### src/rtl/video_mode_sequencer_pkg.sv
// -----------------------------------------------------------------------------
// video_mode_sequencer_pkg
// Shared definitions for the pixel-clock video start-up sequencer: the state
// encoding that is also shown on the debug LEDs, and a width helper for the
// parameterised counters.
// -----------------------------------------------------------------------------
package video_mode_sequencer_pkg;

    localparam int STATE_W = 3;

    // Encodings 5..7 are never entered; the FSM returns them to ST_WAIT_LOCK.
    typedef enum logic [STATE_W-1:0] {
        ST_WAIT_LOCK = 3'd0,
        ST_SETTLE    = 3'd1,
        ST_SYNC      = 3'd2,
        ST_RUN       = 3'd3,
        ST_BLANK     = 3'd4
    } seq_state_t;

    // Bits needed to hold values 0..n-1, never less than one bit.
    function automatic int cnt_width(input int n);
        return (n > 2) ? $clog2(n) : 1;
    endfunction

endpackage

### src/rtl/video_mode_sequencer_btn_debounce.sv
// -----------------------------------------------------------------------------
// video_mode_sequencer_btn_debounce
// Push-button conditioner: 2-flop synchronizer, stability counter and a
// one-cycle pulse on each debounced press.
// Ports:
//   clk      in  1  pixel clock
//   rst_n    in  1  active-low reset, already synchronised to clk
//   btn_raw  in  1  raw asynchronous button, active high
//   press    out 1  one-cycle pulse on the rising edge of the debounced value
// -----------------------------------------------------------------------------
module video_mode_sequencer_btn_debounce #(
    parameter int C_debounce_bits = 16
) (
    input  logic clk,
    input  logic rst_n,
    input  logic btn_raw,
    output logic press
);

    logic                       btn_meta;
    logic                       btn_s;
    logic                       stable;
    logic [C_debounce_bits-1:0] cnt;

    // The counter only runs while the synced input disagrees with the stable
    // value; the stable value follows after 2**C_debounce_bits disagreeing
    // samples in a row.
    always_ff @(posedge clk or negedge rst_n) begin
        if (!rst_n) begin
            btn_meta <= 1'b0;
            btn_s    <= 1'b0;
            stable   <= 1'b0;
            cnt      <= '0;
            press    <= 1'b0;
        end else begin
            btn_meta <= btn_raw;
            btn_s    <= btn_meta;
            press    <= 1'b0;
            if (btn_s == stable) begin
                cnt <= '0;
            end else if (&cnt) begin
                stable <= btn_s;
                cnt    <= '0;
                press  <= btn_s;
            end else begin
                cnt <= cnt + 1'b1;
            end
        end
    end

endmodule

### src/rtl/video_mode_sequencer.sv
// -----------------------------------------------------------------------------
// video_mode_sequencer
// Start-up and run-time sequencer for the pixel-clock video path. Holds the
// timing generator in reset until the PLL has been locked for a settle period,
// un-blanks at a frame boundary, and steps the test pattern on a debounced
// button press at vsync with forced blank frames after each switch.
// Ports:
//   clk_pixel    in   1   pixel clock, the only clock
//   rst_n        in   1   asynchronous active-low reset
//   clk_locked   in   1   PLL lock (asynchronous)
//   btn_next     in   1   raw push button (asynchronous, active high)
//   vga_vsync    in   1   vsync pulse from the timing generator
//   vga_enable   out  1   run enable for the timing generator
//   blank_force  out  1   forces blanking into vga2dvid
//   pattern_sel  out  PW  test pattern index
//   seq_state    out  3   current state encoding for LED debug
// -----------------------------------------------------------------------------
module video_mode_sequencer
    import video_mode_sequencer_pkg::*;
#(
    parameter int C_settle_cycles = 1024,
    parameter int C_debounce_bits = 16,
    parameter int C_patterns      = 4,
    parameter int C_blank_frames  = 1,
    localparam int PW             = $clog2(C_patterns)
) (
    input  logic               clk_pixel,
    input  logic               rst_n,
    input  logic               clk_locked,
    input  logic               btn_next,
    input  logic               vga_vsync,
    output logic               vga_enable,
    output logic               blank_force,
    output logic [PW-1:0]      pattern_sel,
    output logic [STATE_W-1:0] seq_state
);

    localparam int SW = cnt_width(C_settle_cycles);
    localparam int FW = cnt_width(C_blank_frames + 1);
    // SETTLE leaves on the edge where the counter would reach C_settle_cycles-1.
    localparam logic [SW-1:0] SETTLE_LAST = SW'((C_settle_cycles >= 2) ? C_settle_cycles - 2 : 0);
    localparam logic [FW-1:0] BLANK_LAST  = FW'(C_blank_frames - 1);
    localparam logic [PW-1:0] PAT_LAST    = PW'(C_patterns - 1);

    logic [1:0]    rst_sync;
    logic          rst_n_sync;
    logic          lock_meta;
    logic          lock_s;
    logic          vsync_q;
    logic          vsync_rise;
    logic          press;
    logic          pending;
    logic          take_switch;
    logic [SW-1:0] settle_cnt;
    logic [FW-1:0] frame_cnt;
    seq_state_t    state;

    // Reset asserts immediately and releases two clean edges later.
    always_ff @(posedge clk_pixel or negedge rst_n) begin
        if (!rst_n) rst_sync <= 2'b00;
        else        rst_sync <= {rst_sync[0], 1'b1};
    end
    assign rst_n_sync = rst_sync[1];

    always_ff @(posedge clk_pixel or negedge rst_n_sync) begin
        if (!rst_n_sync) begin
            lock_meta <= 1'b0;
            lock_s    <= 1'b0;
            vsync_q   <= 1'b0;
        end else begin
            lock_meta <= clk_locked;
            lock_s    <= lock_meta;
            vsync_q   <= vga_vsync;
        end
    end

    video_mode_sequencer_btn_debounce #(
        .C_debounce_bits(C_debounce_bits)
    ) u_btn_debounce (
        .clk    (clk_pixel),
        .rst_n  (rst_n_sync),
        .btn_raw(btn_next),
        .press  (press)
    );

    // vsync from a generator held in reset carries no frame information.
    assign vsync_rise  = vga_vsync & ~vsync_q & vga_enable;
    assign take_switch = (state == ST_RUN) && lock_s && vsync_rise && pending;
    assign seq_state   = state;

    always_ff @(posedge clk_pixel or negedge rst_n_sync) begin
        if (!rst_n_sync) begin
            state       <= ST_WAIT_LOCK;
            vga_enable  <= 1'b0;
            blank_force <= 1'b1;
            pattern_sel <= '0;
            pending     <= 1'b0;
            settle_cnt  <= '0;
            frame_cnt   <= '0;
        end else begin
            case (state)
                ST_WAIT_LOCK: begin
                    vga_enable  <= 1'b0;
                    blank_force <= 1'b1;
                    settle_cnt  <= '0;
                    if (lock_s) begin
                        if (C_settle_cycles == 1) begin
                            state      <= ST_SYNC;
                            vga_enable <= 1'b1;
                        end else begin
                            state <= ST_SETTLE;
                        end
                    end
                end
                ST_SETTLE: begin
                    if (!lock_s) begin
                        state <= ST_WAIT_LOCK;
                    end else if (settle_cnt == SETTLE_LAST) begin
                        settle_cnt <= settle_cnt + 1'b1;
                        state      <= ST_SYNC;
                        vga_enable <= 1'b1;
                    end else begin
                        settle_cnt <= settle_cnt + 1'b1;
                    end
                end
                ST_SYNC, ST_RUN, ST_BLANK: begin
                    if (!lock_s) begin
                        state       <= ST_WAIT_LOCK;
                        vga_enable  <= 1'b0;
                        blank_force <= 1'b1;
                    end else if (state == ST_SYNC) begin
                        if (vsync_rise) begin
                            state       <= ST_RUN;
                            blank_force <= 1'b0;
                        end
                    end else if (state == ST_RUN) begin
                        if (take_switch) begin
                            pattern_sel <= (pattern_sel == PAT_LAST) ? '0 : pattern_sel + 1'b1;
                            blank_force <= 1'b1;
                            frame_cnt   <= '0;
                            state       <= ST_BLANK;
                        end
                    end else if (vsync_rise) begin
                        frame_cnt <= frame_cnt + 1'b1;
                        if (frame_cnt == BLANK_LAST) begin
                            state       <= ST_RUN;
                            blank_force <= 1'b0;
                        end
                    end
                end
                default: begin
                    state       <= ST_WAIT_LOCK;
                    vga_enable  <= 1'b0;
                    blank_force <= 1'b1;
                end
            endcase

            // A press arriving with the switching vsync is absorbed by the
            // switch; otherwise presses coalesce into the single pending bit.
            if (take_switch)  pending <= 1'b0;
            else if (press)   pending <= 1'b1;
        end
    end

endmodule

### config.mk
export PLATFORM = sky130hd
export DESIGN_NAME = video_mode_sequencer
export DESIGN_NICKNAME = d
export VERILOG_FILES = /design/src/rtl/video_mode_sequencer_pkg.sv /design/src/rtl/video_mode_sequencer_btn_debounce.sv /design/src/rtl/video_mode_sequencer.sv
export SDC_FILE = /design/constraint.sdc
export NUM_CORES = 1
export LEC_CHECK = 0
export BUFFER_PORTS_ARGS = -buffer_cell sky130_fd_sc_hd__clkbuf_2
export CAP_MARGIN = 20
export CORE_AREA = 2 2 92 94
export CTS_BUF_LIST = sky130_fd_sc_hd__clkbuf_8 sky130_fd_sc_hd__clkbuf_16
export CTS_CLUSTER_SIZE = 24
export DETAILED_ROUTE_END_ITERATION = 16
export DIE_AREA = 0 0 94 96
export PLACE_DENSITY = 0.39
export SYNTH_ARGS = -nofsm -noshare
export SYNTH_HDL_FRONTEND = slang
export SYNTH_SLANG_ARGS = --single-unit
### constraint.sdc
create_clock -name clk_pixel -period 1.9 [get_ports clk_pixel]
set_input_delay 0.095 -clock clk_pixel [delete_from_list [all_inputs] [get_ports clk_pixel]]
set_output_delay 0.095 -clock clk_pixel [all_outputs]
set_load 0.1 [all_outputs]
==> impl_results.html <==
<table>
<tr><th>Metric</th><th>Value</th></tr>
<tr><th colspan="2">Logic synthesis</th></tr>
<tr><td>Post-synth top flop</td><td>dfrtp_1</td></tr>
<tr><td>Post-synth cell types</td><td>51</td></tr>
<tr><td>Synth Register Bits</td><td>44</td></tr>
<tr><td>Synth Warn #</td><td>0</td></tr>
<tr><td>Async set or reset register ratio after synthesis</td><td>1.00</td></tr>
<tr><td>Multiplexer fraction of the synthesized cell area</td><td>0.0296</td></tr>
<tr><td>Post-synth EDFFs</td><td>0</td></tr>
<tr><td>Gate count of the mapped netlist</td><td>215</td></tr>
<tr><td>Most used standard cell by instance count after synthesis</td><td>dfrtp_1</td></tr>
<tr><td>Most frequent cells after synthesis</td><td>dfrtp_1 (43), nor2_1 (23), nand4_1 (13), o21ai_0 (12), xor2_1 (11)</td></tr>
<tr><td>Cell accounting for the most synthesized area</td><td>dfrtp_1</td></tr>
<tr><td>Area share of the largest cell type after synthesis</td><td>0.489</td></tr>
<tr><td>Share of the synthesized netlist area taken by xor and xnor gates</td><td>0.0677</td></tr>
<tr><td>Largest cells by area after synthesis</td><td>dfrtp_1 (49%), xor2_1 (4.4%), nor2_1 (3.9%), nand4_1 (3.7%), o21ai_0 (2.7%)</td></tr>
<tr><td>Area of the mapped netlist</td><td>0.00220 mm^2</td></tr>
<tr><td>Post-Synth Simple-Gate Area</td><td>0.238</td></tr>
<tr><td>Post-Synthesis Net Count</td><td>224</td></tr>
<tr><td>Post-Syn Area per Cell</td><td>10.2 um^2</td></tr>
<tr><td>Share of synthesized cell area in full adder, half adder and majority cells</td><td>0.0228</td></tr>
<tr><td>Dominant combinational cell family by area after synthesis</td><td>simple AND/OR/NAND/NOR gates</td></tr>
<tr><td>Sequential element share of the synthesized area</td><td>0.501</td></tr>
<tr><td>Area fraction in compound gates after synthesis</td><td>0.105</td></tr>
<tr><th colspan="2">Global routing</th></tr>
<tr><td>Most crowded layer after global routing</td><td>met2</td></tr>
<tr><td>Met2 global-route usage</td><td>0.166</td></tr>
<tr><td>Global Route met3 Usage</td><td>0.0274</td></tr>
<tr><td>Vias in the first global route</td><td>1,542</td></tr>
<tr><td>Wire length of the first global-routing pass</td><td>7450 um</td></tr>
<tr><td>Total routing resource utilization after global routing</td><td>0.106</td></tr>
<tr><td>Global-route met1 utilization</td><td>0.140</td></tr>
<tr><td>GRT Residual Overflow</td><td>0</td></tr>
<tr><td>Maximum number of pins on one net before global-route repair</td><td>43</td></tr>
<tr><td>Initial antenna violation count</td><td>0</td></tr>
<tr><th colspan="2">Worst setup path</th></tr>
<tr><td>Data required time at the worst endpoint</td><td>2090 ps</td></tr>
<tr><td>CP Data Arrival Time</td><td>1870 ps</td></tr>
<tr><td>CP Launch Type</td><td>register</td></tr>
<tr><td>Depth of the worst register-to-register path</td><td>4</td></tr>
<tr><td>Maximum fanout encountered on the critical timing path</td><td>17</td></tr>
<tr><td>Crit-path cells</td><td>inv_1 &gt; nor3_1 &gt; nor2b_1 &gt; mux2_2</td></tr>
<tr><td>Standard cell with the maximum stage delay on the critical path</td><td>dfrtp_4</td></tr>
<tr><td>Peak per-stage delay on the critical path</td><td>540 ps</td></tr>
<tr><td>R2R setup slack</td><td>220 ps</td></tr>
<tr><td>Crit path kind</td><td>register to register</td></tr>
<tr><td>Worst Setup End Kind</td><td>register</td></tr>
<tr><th colspan="2">Clocking</th></tr>
<tr><td>Clock root buffer</td><td>clkbuf_8</td></tr>
<tr><td>CTS clock-pin slew for the worst setup and hold paths</td><td>90 ps</td></tr>
<tr><td>Clock Latency Late Sink</td><td>300 ps</td></tr>
<tr><td>TritonCTS clock tree</td><td>done</td></tr>
<tr><td>CTS HTree Levels</td><td>2</td></tr>
<tr><td>Sinks on the clock net</td><td>44</td></tr>
<tr><td>PostCTS Resize Cnt</td><td>0</td></tr>
<tr><td>Clock buffers created by TritonCTS</td><td>5</td></tr>
<tr><td>Maximum clock path buffer count</td><td>2</td></tr>
<tr><th colspan="2">Floorplanning</th></tr>
<tr><td>Count of boundary I/O pins</td><td>12</td></tr>
<tr><td>Vertical die dimension</td><td>96 um</td></tr>
<tr><td>Initial Util</td><td>0.273</td></tr>
<tr><td>Total core area</td><td>0.00805 mm^2</td></tr>
<tr><td>Die outline area</td><td>0.00902 mm^2</td></tr>
<tr><td>Width of the die</td><td>94 um</td></tr>
<tr><td>Std-Cell Rows</td><td>33</td></tr>
<tr><th colspan="2">STA</th></tr>
<tr><td>Worst slew margin relative to its limit</td><td>0.641</td></tr>
<tr><td>Final Skew</td><td>6.57 ps</td></tr>
<tr><td>Maximum clock frequency</td><td>595 MHz</td></tr>
<tr><td>Setup total negative slack</td><td>0 ps</td></tr>
<tr><td>Final cycle utilization of the critical path</td><td>0.884</td></tr>
<tr><td>Setup violation total in the final timing report</td><td>0</td></tr>
<tr><td>Minimum clock period after layout</td><td>1680 ps</td></tr>
<tr><td>Actual slew at the worst max-slew pin</td><td>540 ps</td></tr>
<tr><td>Unrepaired setup endpoints after global routing</td><td>no</td></tr>
<tr><td>Pins over their slew limit</td><td>0</td></tr>
<tr><td>Hold Fails Final Rpt</td><td>0</td></tr>
<tr><th colspan="2">Routing</th></tr>
<tr><td>Detail Route Antenna Nets</td><td>0</td></tr>
<tr><td>Final routed wirelength across all metal layers</td><td>4230 um</td></tr>
<tr><td>Detailed router's first-iteration violation count</td><td>42</td></tr>
<tr><td>Detailed Routing Iterations Pass 1</td><td>6</td></tr>
<tr><td>Number of vias after detailed routing</td><td>1,598</td></tr>
<tr><td>Routed length per instance</td><td>12.4 um</td></tr>
<tr><td>Post-DR vias/cell</td><td>4.67</td></tr>
<tr><td>Drt drc</td><td>0</td></tr>
<tr><th colspan="2">Final layout</th></tr>
<tr><td>Area grow syn2layout</td><td>16.0%</td></tr>
<tr><td>Final #Nets</td><td>245</td></tr>
<tr><td>Final antenna diode count</td><td>0</td></tr>
<tr><td>Number of filler cells placed in the layout</td><td>843</td></tr>
<tr><td>Share of final-layout standard cells stronger than drive strength 1</td><td>0.190</td></tr>
<tr><th colspan="2">Power</th></tr>
<tr><td>Power share of the sequential group</td><td>0.442</td></tr>
<tr><td>Power density cells</td><td>1080 mW/mm^2</td></tr>
<tr><td>Gate power share</td><td>0.328</td></tr>
<tr><td>Power Internal</td><td>1.58 mW</td></tr>
<tr><td>Sw Pwr</td><td>1.16 mW</td></tr>
<tr><td>Switching Fraction</td><td>0.425</td></tr>
<tr><td>Part of the total power dissipated in the clock network</td><td>0.230</td></tr>
<tr><td>Overall power consumption</td><td>2.74 mW</td></tr>
<tr><td>Leakage power total</td><td>1.07 nW</td></tr>
<tr><td>IR drop worst, VDD</td><td>376 uV</td></tr>
<tr><th colspan="2">Min path</th></tr>
<tr><td>Path class of the lowest-slack min-delay path</td><td>input port to async pin</td></tr>
<tr><th colspan="2">Job</th></tr>
<tr><td>Maximum Capacitance Violations</td><td>0</td></tr>
<tr><th colspan="2">Place</th></tr>
<tr><td>Buffers on Ports</td><td>11</td></tr>
<tr><td>Routability-driven placement congestion ratio</td><td>0.689</td></tr>
<tr><td>Post-detail-place hpwl</td><td>2890 um</td></tr>
<tr><th colspan="2">Status</th></tr>
<tr><td>Status</td><td>complete, no violations</td></tr>
</table>
[layout by cell type, fill, tap and decap left out, types with 4 or more instances in the layout]
cell,synthesis,routed
nor3_1,6,6
nand2_1,10,10
nand3_1,10,10
or3_1,6,6
dfrtp_2,0,4
nand4_1,13,13
ha_1,4,4
inv_1,9,9
o21ai_0,12,12
buf_4,2,5
clkbuf_8,0,6
dlygate4sd3_1,0,4
a21oi_1,9,9
clkbuf_2,1,11
dfrtp_1,43,38
xnor2_1,6,6
nor2_1,23,23
xor2_1,11,11
[path summary, 6_finish.rpt]
path,startpoint,end
hold reg to reg,rst_sync[1]$_DFF_PN0_,u_btn_debounce.cnt[14]$_DFF_PN0_
setup reg to reg,seq_state[0]$_DFFE_PN0P_,pattern_sel[1]$_DFFE_PN0P_
max in group asynchronous,rst_sync[1]$_DFF_PN0_,blank_force$_DFFE_PN1P_
min in group clk_pixel,rst_sync[0]$_DFF_PN0_,rst_sync[1]$_DFF_PN0_
setup / recovery,seq_state[0]$_DFFE_PN0P_,pattern_sel[1]$_DFFE_PN0P_
hold / removal,rst_n,rst_sync[1]$_DFF_PN0_
[sequential cells by signal, summed over array words and instances, names as in the netlist, 2 cells and up]
signal / count
rst_sync: 2
u_btn_debounce.cnt: 16
seq_state: 3
pattern_sel: 2
settle_cnt: 10
[metrics by stage]
step / setup slack (ps) / area [um^2] / utilization / std cells / hold slack, ps
floorplan: 28.1 / 2210 / - / 215 / -201
global placement: 178 / 2410 / 0.300 / 330 / -118
detailed placement: 180 / 2410 / 0.300 / 330 / -117
CTS: 164 / 2550 / 0.317 / 342 / 91.7
global route: 12.2 / 2550 / 0.317 / 342 / 83.2
finish: 221 / 2550 / 0.317 / 342 / 104
[worst max-delay path, delay by kind of cell, from the launching register on]
kind          cells  cell delay [ps]
simple gates      2              550
buf+inv           1              110
flops             1              540
mux               1              370
[layer usage]
layer  wire [um]  up-vias
li1            -      805
met2        1900       19
met1        2160      767
met5           0        -
met3         117        7
met4          60        0
[layout make-up]
class	instances	area, um^2	area share
multi-input combinational	154	1020	0.400
tap	105	131	0.0515
inverter	10	37.5	0.0147
clock inverter	2	15.0	0.00589
sequential	44	1110	0.436
clock buffer	6	82.6	0.0324
timing repair buffer	21	153	0.0598
[cells by family (layout without fill, tap and decap cells)]
logic type,Yosys count,in the layout
flops,44,44
buf+inv,17,39
compound gates,35,35
xor+xnor,17,17
other cells,1,1
simple gates,91,91
fa+ha+maj,4,4
mux,6,6
[power groups by stage]
stage	Combinational (mW)	Clock [mW]	Sequential [mW]
floorplan	0.420	0	1.52
global placement	0.902	0	1.23
detailed placement	0.900	0	1.23
CTS	0.908	0.675	1.21
global route	0.977	0.718	1.23
finish	0.898	0.631	1.21
[timing repair]
| action | 4_1_cts | 5_1_grt |
|---|---|---|
| hold endpoints to repair | 5 | 0 |
| buffers inserted | 0 | 0 |
| hold buffers | 4 | 0 |
No activity file was read; power rests on OpenSTA's default activity.
